[config.mk]
export PLATFORM = sky130hd
export DESIGN_NAME = mac_tree_engine
export DESIGN_NICKNAME = d
export VERILOG_FILES = /design/src/rtl/mac_pkg.sv /design/src/rtl/mac_tree_engine_adder_tree.sv /design/src/rtl/mac_tree_engine.sv
export SDC_FILE = /design/constraint.sdc
export NUM_CORES = 2
export LEC_CHECK = 0
export BUFFER_PORTS_ARGS = -buffer_cell sky130_fd_sc_hd__buf_2
export CORE_MARGIN = 4
export CORE_UTILIZATION = 55
export CTS_CLUSTER_SIZE = 8
export DETAILED_ROUTE_END_ITERATION = 7
export PLACE_DENSITY = 0.73
export SLEW_MARGIN = 15
export SYNTH_ARGS = -nofsm -noshare
export SYNTH_HDL_FRONTEND = slang
export SYNTH_SLANG_ARGS = --single-unit
[constraint.sdc]
create_clock -name clock -period 16.5 [get_ports clock]
set_clock_uncertainty 0.1 [all_clocks]
set_input_delay 0 -clock clock [delete_from_list [all_inputs] [get_ports clock]]
set_output_delay 0 -clock clock [all_outputs]
set_load 0.02 [all_outputs]
[src/rtl/mac_pkg.sv]
// Shared types and constants for the streaming dot-product engine.
// Pipeline: product register -> tree register -> accumulator.
package mac_pkg;

    typedef enum logic [1:0] {
        ST_IDLE  = 2'd0,
        ST_RUN   = 2'd1,
        ST_DRAIN = 2'd2,
        ST_DONE  = 2'd3
    } mac_state_t;

    localparam int unsigned PIPE_DEPTH   = 3;
    localparam int unsigned DRAIN_CYCLES = 2;

    // A sum of 'lanes' values of in_w bits needs log2(lanes) extra bits.
    function automatic int unsigned tree_out_w(input int unsigned lanes,
                                               input int unsigned in_w);
        return in_w + $clog2(lanes);
    endfunction

endpackage

[src/rtl/mac_tree_engine_adder_tree.sv]
// Balanced combinational reduction of LANES values with one output register.
// Each lane is sign- or zero-extended to the full tree width before summing.
module mac_adder_tree
    import mac_pkg::*;
#(
    parameter int unsigned LANES = 8,
    parameter int unsigned IN_W  = 16,
    localparam int unsigned OUT_W = tree_out_w(LANES, IN_W)
) (
    input  logic                  clock,
    input  logic                  reset_l,
    input  logic                  in_valid,
    input  logic                  sign_ext,
    input  logic [LANES*IN_W-1:0] in_data,
    output logic [OUT_W-1:0]      sum,
    output logic                  out_valid
);

    // Heap layout: leaves at LANES-1 .. 2*LANES-2, root at index 0.
    logic [OUT_W-1:0] node [2*LANES-1];
    logic [OUT_W-1:0] sum_d, sum_q;
    logic             valid_d, valid_q;

    always_comb begin
        for (int unsigned i = 0; i < 2*LANES-1; i++) begin
            node[i] = '0;
        end
        for (int unsigned l = 0; l < LANES; l++) begin
            if (sign_ext) begin
                node[LANES-1+l] = OUT_W'($signed(in_data[l*IN_W +: IN_W]));
            end else begin
                node[LANES-1+l] = OUT_W'(in_data[l*IN_W +: IN_W]);
            end
        end
        for (int unsigned k = 0; k < LANES-1; k++) begin
            node[LANES-2-k] = node[2*(LANES-2-k)+1] + node[2*(LANES-2-k)+2];
        end
        sum_d   = in_valid ? node[0] : sum_q;
        valid_d = in_valid;
    end

    always_ff @(posedge clock) begin
        if (!reset_l) begin
            sum_q   <= '0;
            valid_q <= 1'b0;
        end else begin
            sum_q   <= sum_d;
            valid_q <= valid_d;
        end
    end

    assign sum       = sum_q;
    assign out_valid = valid_q;

endmodule

[src/rtl/mac_tree_engine.sv]
// Streaming dot-product engine: lane multipliers, adder tree, accumulator,
// run-length FSM with start/done handshake, sticky overflow and cycle count.
module mac_tree_engine
    import mac_pkg::*;
#(
    parameter int unsigned LANES  = 8,
    parameter int unsigned DATA_W = 8,
    parameter int unsigned ACC_W  = 32,
    parameter int unsigned LEN_W  = 12
) (
    input  logic                    clock,
    input  logic                    reset_l,
    input  logic                    start,
    input  logic [LEN_W-1:0]        vec_len,
    input  logic                    signed_mode,
    input  logic                    in_valid,
    output logic                    in_ready,
    input  logic [LANES*DATA_W-1:0] a_data,
    input  logic [LANES*DATA_W-1:0] b_data,
    output logic                    busy,
    output logic                    done,
    output logic [ACC_W-1:0]        result,
    output logic                    overflow,
    output logic [15:0]             cycle_count
);

    localparam int unsigned PROD_W = 2*DATA_W;
    localparam int unsigned SUM_W  = tree_out_w(LANES, PROD_W);

    generate
        if (ACC_W < SUM_W) begin : g_acc_w_check
            $error("mac_tree_engine: ACC_W too narrow for tree sum");
        end
        if (LANES < 2 || (LANES & (LANES-1)) != 0) begin : g_lanes_check
            $error("mac_tree_engine: LANES must be a power of two >= 2");
        end
        if (DRAIN_CYCLES != PIPE_DEPTH-1) begin : g_drain_check
            $error("mac_tree_engine: drain length must cover the pipeline");
        end
    endgenerate

    mac_state_t             state_d, state_q;
    logic [LEN_W-1:0]       beat_d, beat_q;
    logic [1:0]             drain_d, drain_q;
    logic                   sm_d, sm_q;
    logic [ACC_W-1:0]       acc_d, acc_q;
    logic                   ovf_d, ovf_q;
    logic [15:0]            cc_d, cc_q;
    logic [LANES*PROD_W-1:0] prod_d, prod_q;
    logic                   pv_d, pv_q;

    logic                   accept;
    logic signed [DATA_W:0] ax, bx;
    logic signed [2*DATA_W+1:0] pfull;
    logic [SUM_W-1:0]       tree_sum;
    logic                   tree_valid;
    logic [ACC_W-1:0]       addend;
    logic [ACC_W-1:0]       acc_sum;
    logic                   acc_carry;
    logic                   ovf_step;

    assign accept = in_valid && (state_q == ST_RUN);

    // One extra operand bit lets one signed multiplier serve both modes.
    always_comb begin
        prod_d = prod_q;
        pv_d   = accept;
        ax     = '0;
        bx     = '0;
        pfull  = '0;
        if (accept) begin
            for (int unsigned l = 0; l < LANES; l++) begin
                ax = {sm_q & a_data[l*DATA_W+DATA_W-1], a_data[l*DATA_W +: DATA_W]};
                bx = {sm_q & b_data[l*DATA_W+DATA_W-1], b_data[l*DATA_W +: DATA_W]};
                pfull = ax * bx;
                prod_d[l*PROD_W +: PROD_W] = pfull[PROD_W-1:0];
            end
        end
    end

    mac_adder_tree #(
        .LANES (LANES),
        .IN_W  (PROD_W)
    ) u_tree (
        .clock     (clock),
        .reset_l   (reset_l),
        .in_valid  (pv_q),
        .sign_ext  (sm_q),
        .in_data   (prod_q),
        .sum       (tree_sum),
        .out_valid (tree_valid)
    );

    always_comb begin
        addend = sm_q ? ACC_W'($signed(tree_sum)) : ACC_W'(tree_sum);
        {acc_carry, acc_sum} = {1'b0, acc_q} + {1'b0, addend};
        if (sm_q) begin
            ovf_step = (acc_q[ACC_W-1] == addend[ACC_W-1]) &&
                       (acc_sum[ACC_W-1] != acc_q[ACC_W-1]);
        end else begin
            ovf_step = acc_carry;
        end
    end

    always_comb begin
        state_d = state_q;
        beat_d  = beat_q;
        drain_d = drain_q;
        sm_d    = sm_q;
        acc_d   = acc_q;
        ovf_d   = ovf_q;
        cc_d    = cc_q;

        if (state_q != ST_IDLE && cc_q != 16'hFFFF) begin
            cc_d = cc_q + 16'd1;
        end
        if (tree_valid) begin
            acc_d = acc_sum;
            if (ovf_step) begin
                ovf_d = 1'b1;
            end
        end

        case (state_q)
            ST_IDLE: begin
                if (start) begin
                    acc_d   = '0;
                    ovf_d   = 1'b0;
                    cc_d    = '0;
                    sm_d    = signed_mode;
                    beat_d  = vec_len;
                    state_d = (vec_len == '0) ? ST_DONE : ST_RUN;
                end
            end
            ST_RUN: begin
                if (accept) begin
                    beat_d = beat_q - LEN_W'(1);
                    if (beat_q == LEN_W'(1)) begin
                        state_d = ST_DRAIN;
                        drain_d = 2'(DRAIN_CYCLES - 1);
                    end
                end
            end
            ST_DRAIN: begin
                if (drain_q == '0) begin
                    state_d = ST_DONE;
                end else begin
                    drain_d = drain_q - 2'd1;
                end
            end
            ST_DONE: begin
                state_d = ST_IDLE;
            end
            default: begin
                state_d = ST_IDLE;
            end
        endcase
    end

    always_ff @(posedge clock) begin
        if (!reset_l) begin
            state_q <= ST_IDLE;
            beat_q  <= '0;
            drain_q <= '0;
            sm_q    <= 1'b0;
            acc_q   <= '0;
            ovf_q   <= 1'b0;
            cc_q    <= '0;
            prod_q  <= '0;
            pv_q    <= 1'b0;
        end else begin
            state_q <= state_d;
            beat_q  <= beat_d;
            drain_q <= drain_d;
            sm_q    <= sm_d;
            acc_q   <= acc_d;
            ovf_q   <= ovf_d;
            cc_q    <= cc_d;
            prod_q  <= prod_d;
            pv_q    <= pv_d;
        end
    end

    assign in_ready    = (state_q == ST_RUN);
    assign busy        = (state_q != ST_IDLE);
    assign done        = (state_q == ST_DONE);
    assign result      = acc_q;
    assign overflow    = ovf_q;
    assign cycle_count = cc_q;

endmodule

==> impl_metrics.tcl <==
set metrics [dict create \
    status "completed" \
    drtAntennaViolNets 0 \
    grt_antenna_before_repair 2 \
    synth_fp_nets 5086 \
    overflow 0 \
    fill_cells 5483 \
    ir_drop_uv 89.3 \
    whs_ns 0.0241 \
    cts_buffers 31 \
    hold_violations 0 \
    num_vias 26200 \
    arrival_ns 6.56 \
    internal-power_mw 2.53 \
    seqCellArea_um2 4310 \
    synthTopCellsByArea "fa_1, dfxtp_1, ha_1" \
    rsz0062_at_grt "no" \
    p_total_mw 4.83 \
    synth_compound_area_frac 0.0782 \
    finalSetupViolations 0 \
    htree_levels 1 \
    period_share 0.375 \
    pin_count 197 \
    cp_max_fo 45 \
    die_area_um2 67200 \
    grt_max_degree 82 \
    core.rowCount 91 \
    clkTransAtPathRegs_ns 0.05 \
    slowest_stage "buf_4" \
    final_cell_count_no_fill 4992 \
    yosysTopAreaCell "fa_1" \
    end_kind "register" \
    core_area_um2 62100 \
    postSynthCellCount 4009 \
    seq_area_frac_synth 0.124 \
    start_util 0.559 \
    cts_tree "built" \
    cts_setup_buffers 0 \
    cts_resized 0 \
    ys_types 68 \
    timing.hold.worst.class "in -> reg" \
    p_leak_nw 18.6 \
    drive_gt1_frac 0.0684 \
    die-height_um 259 \
    hold_path_depth 5 \
    synthToLayoutAreaGrowth_pct 8.21 \
    cts_sinks 215 \
    port_buffers 196 \
    drc 0 \
    die_w_um 259 \
    power_density_nw_per_um2 129 \
    synth_top_family_by_area "adder cells" \
    cts-root-buf "clkbuf_16" \
    placed_cells 4911 \
    drt_wl_total_mm 76.9 \
    synth-edff-count 0 \
    synth_top_flop_cell "dfxtp_1" \
    switching_power_mw 2.30 \
    cp_common_cell "fa_1" \
    clock_latency_ns 0.56 \
    dr.pass1.iters 7 \
    worstReg2RegStart "sm_q" \
    swShare 0.476 \
    slew_headroom 0.321 \
    worst_pin_slew_ns 1.02 \
    via_per_inst 5.26 \
    yosysMostFrequentCell "inv_1" \
    synth_simple_gate_area_share 0.170 \
    async_flop_share 0 \
    place_hpwl_mm 62.7 \
    gr-usage-all-layers 0.237 \
    combPwrFrac 0.732 \
    seqPwrFrac 0.148 \
    max_cap_viol_count 0 \
    reg2reg_depth 19 \
    critPathKind "reg -> reg" \
    holdBufCountCts 43 \
    synthTopCellsByCount "inv_1, fa_1, nand2_1" \
    max_stage_delay_ns 0.57 \
    synthAdderAreaFrac 0.467 \
    hold_start "b_data[41]" \
    crit_start "sm_q" \
    yosys_warnings 0 \
    slew_viol_final 0 \
    cts.path.max_buffers 3 \
    path_cells "buf_4 -> nand2_1 -> or2_2 -> fa_1 -> fa_1 -> inv_1 -> fa_1 -> fa_1 -> inv_1 -> fa_1 -> inv_1 -> ha_1 -> inv_1 -> o21ai_0 -> a2111o_1 -> a311oi_1 -> xnor2_1 -> nand2_1 -> a21oi_1" \
    start_kind "register" \
    multi_input_area_um2 26800 \
    period_minus_slack_ns 6.18 \
    netlist_area_um2 34700 \
    ys_ff_latch 215 \
    synth_area_per_cell_um2 8.66 \
    fin_nets 5227 \
    clockPowerShare 0.120 \
    synth_xor_xnor_area_share 0.0457 \
    drt_iter0_markers 1307 \
    synth.mux.area_fraction 0.0101 \
    wl_per_cell_um 15.4 \
    fmax_mhz 162 \
    grt_pass1_wl_mm 133 \
    first_global_vias 27300 \
    yosys.area.top_type_share 0.351 \
    gp_congestion 0.860 \
    required_ns 16.88 \
    setup_tns_ns 0 \
]
## per-layer routing
metal,up-vias,global-route usage,share of wire
li1,12600,-,-
met3,105,0.0197,0.039
met5,-,0,0
met1,13100,0.324,0.44
met4,0,0.0454,0.019
met2,514,0.417,0.50
## state kept, by name, indices dropped and copies added (netlist names)
name,flops
drain_q,2
cycle_count,16
beat_q,12
pv_q,1
u_tree.sum,19
result,32
state_q,2
overflow,1
u_tree.out_valid,1
prod_q,128
sm_q,1
## per-stage QoR
step / utilization / area, um^2 / setup slack, ns
finish: 0.605 / 37600 / 10.32
global route: 0.605 / 37600 / 9.93
CTS: 0.605 / 37600 / 10.35
detailed placement: 0.585 / 36300 / 10.36
global placement: 0.585 / 36300 / 10.46
floorplan: - / 34700 / 10.97
## area by class of cell
| class | instances | share of cell area |
|---|---|---|
| multi-input cells | 2832 | 0.713 |
| flip-flops and latches | 215 | 0.115 |
| inverters | 824 | 0.0824 |
| repair buffers | 246 | 0.0390 |
| well taps | 837 | 0.0279 |
| clock buffers | 34 | 0.0215 |
| clock inverters | 2 | 0.00103 |
| diodes | 2 | 0.000133 |
## logic make-up (layout without fill, tap and decap cells)
logic type	Yosys count	count (layout)
mux	35	35
flops	215	215
fa+ha+maj	932	932
simple gates	1250	1250
compound gates	434	434
buf+inv	962	1106
other cells	0	2
xor+xnor	181	181
## power groups by stage
stage	Combinational [mW]	Clock (mW)	Sequential, mW
floorplan	2.75	0	0.694
global placement	3.46	0	0.722
CTS	3.57	0.591	0.716
global route	4.10	0.611	0.730
finish	3.54	0.579	0.716
detailed placement	3.52	0	0.725
## placed cells by master, fill, tap and decap left out, drive strengths merged, types with 37 or more instances in the layout
cell type,instances
inv,825
fa,608
dlygate4sd3,43
a21oi,198
dfxtp,215
buf,203
xnor2,154
o21ai,68
and2,304
ha,324
nand3,37
nor2,177
nand2,567
## critical path: cells and delay by family, from the launching register on
kind                       cells  cell delay (ns)
buffers and inverters          5             0.76
DFF                            1             0.56
AOI/OAI and AO/OA              4             0.99
and+or+nand+nor                3             0.79
xor gates and xnor gates       1             0.16
adders and majority gates      6             2.68
## path summary, 6_finish.rpt
check	end	slack, ns
hold reg to reg	prod_q[40]	0.35
setup / recovery	prod_q[46]	10.32
hold / removal	prod_q[81]	0.02
setup reg to reg	prod_q[46]	10.32
Power figures use the tool's default switching activity.
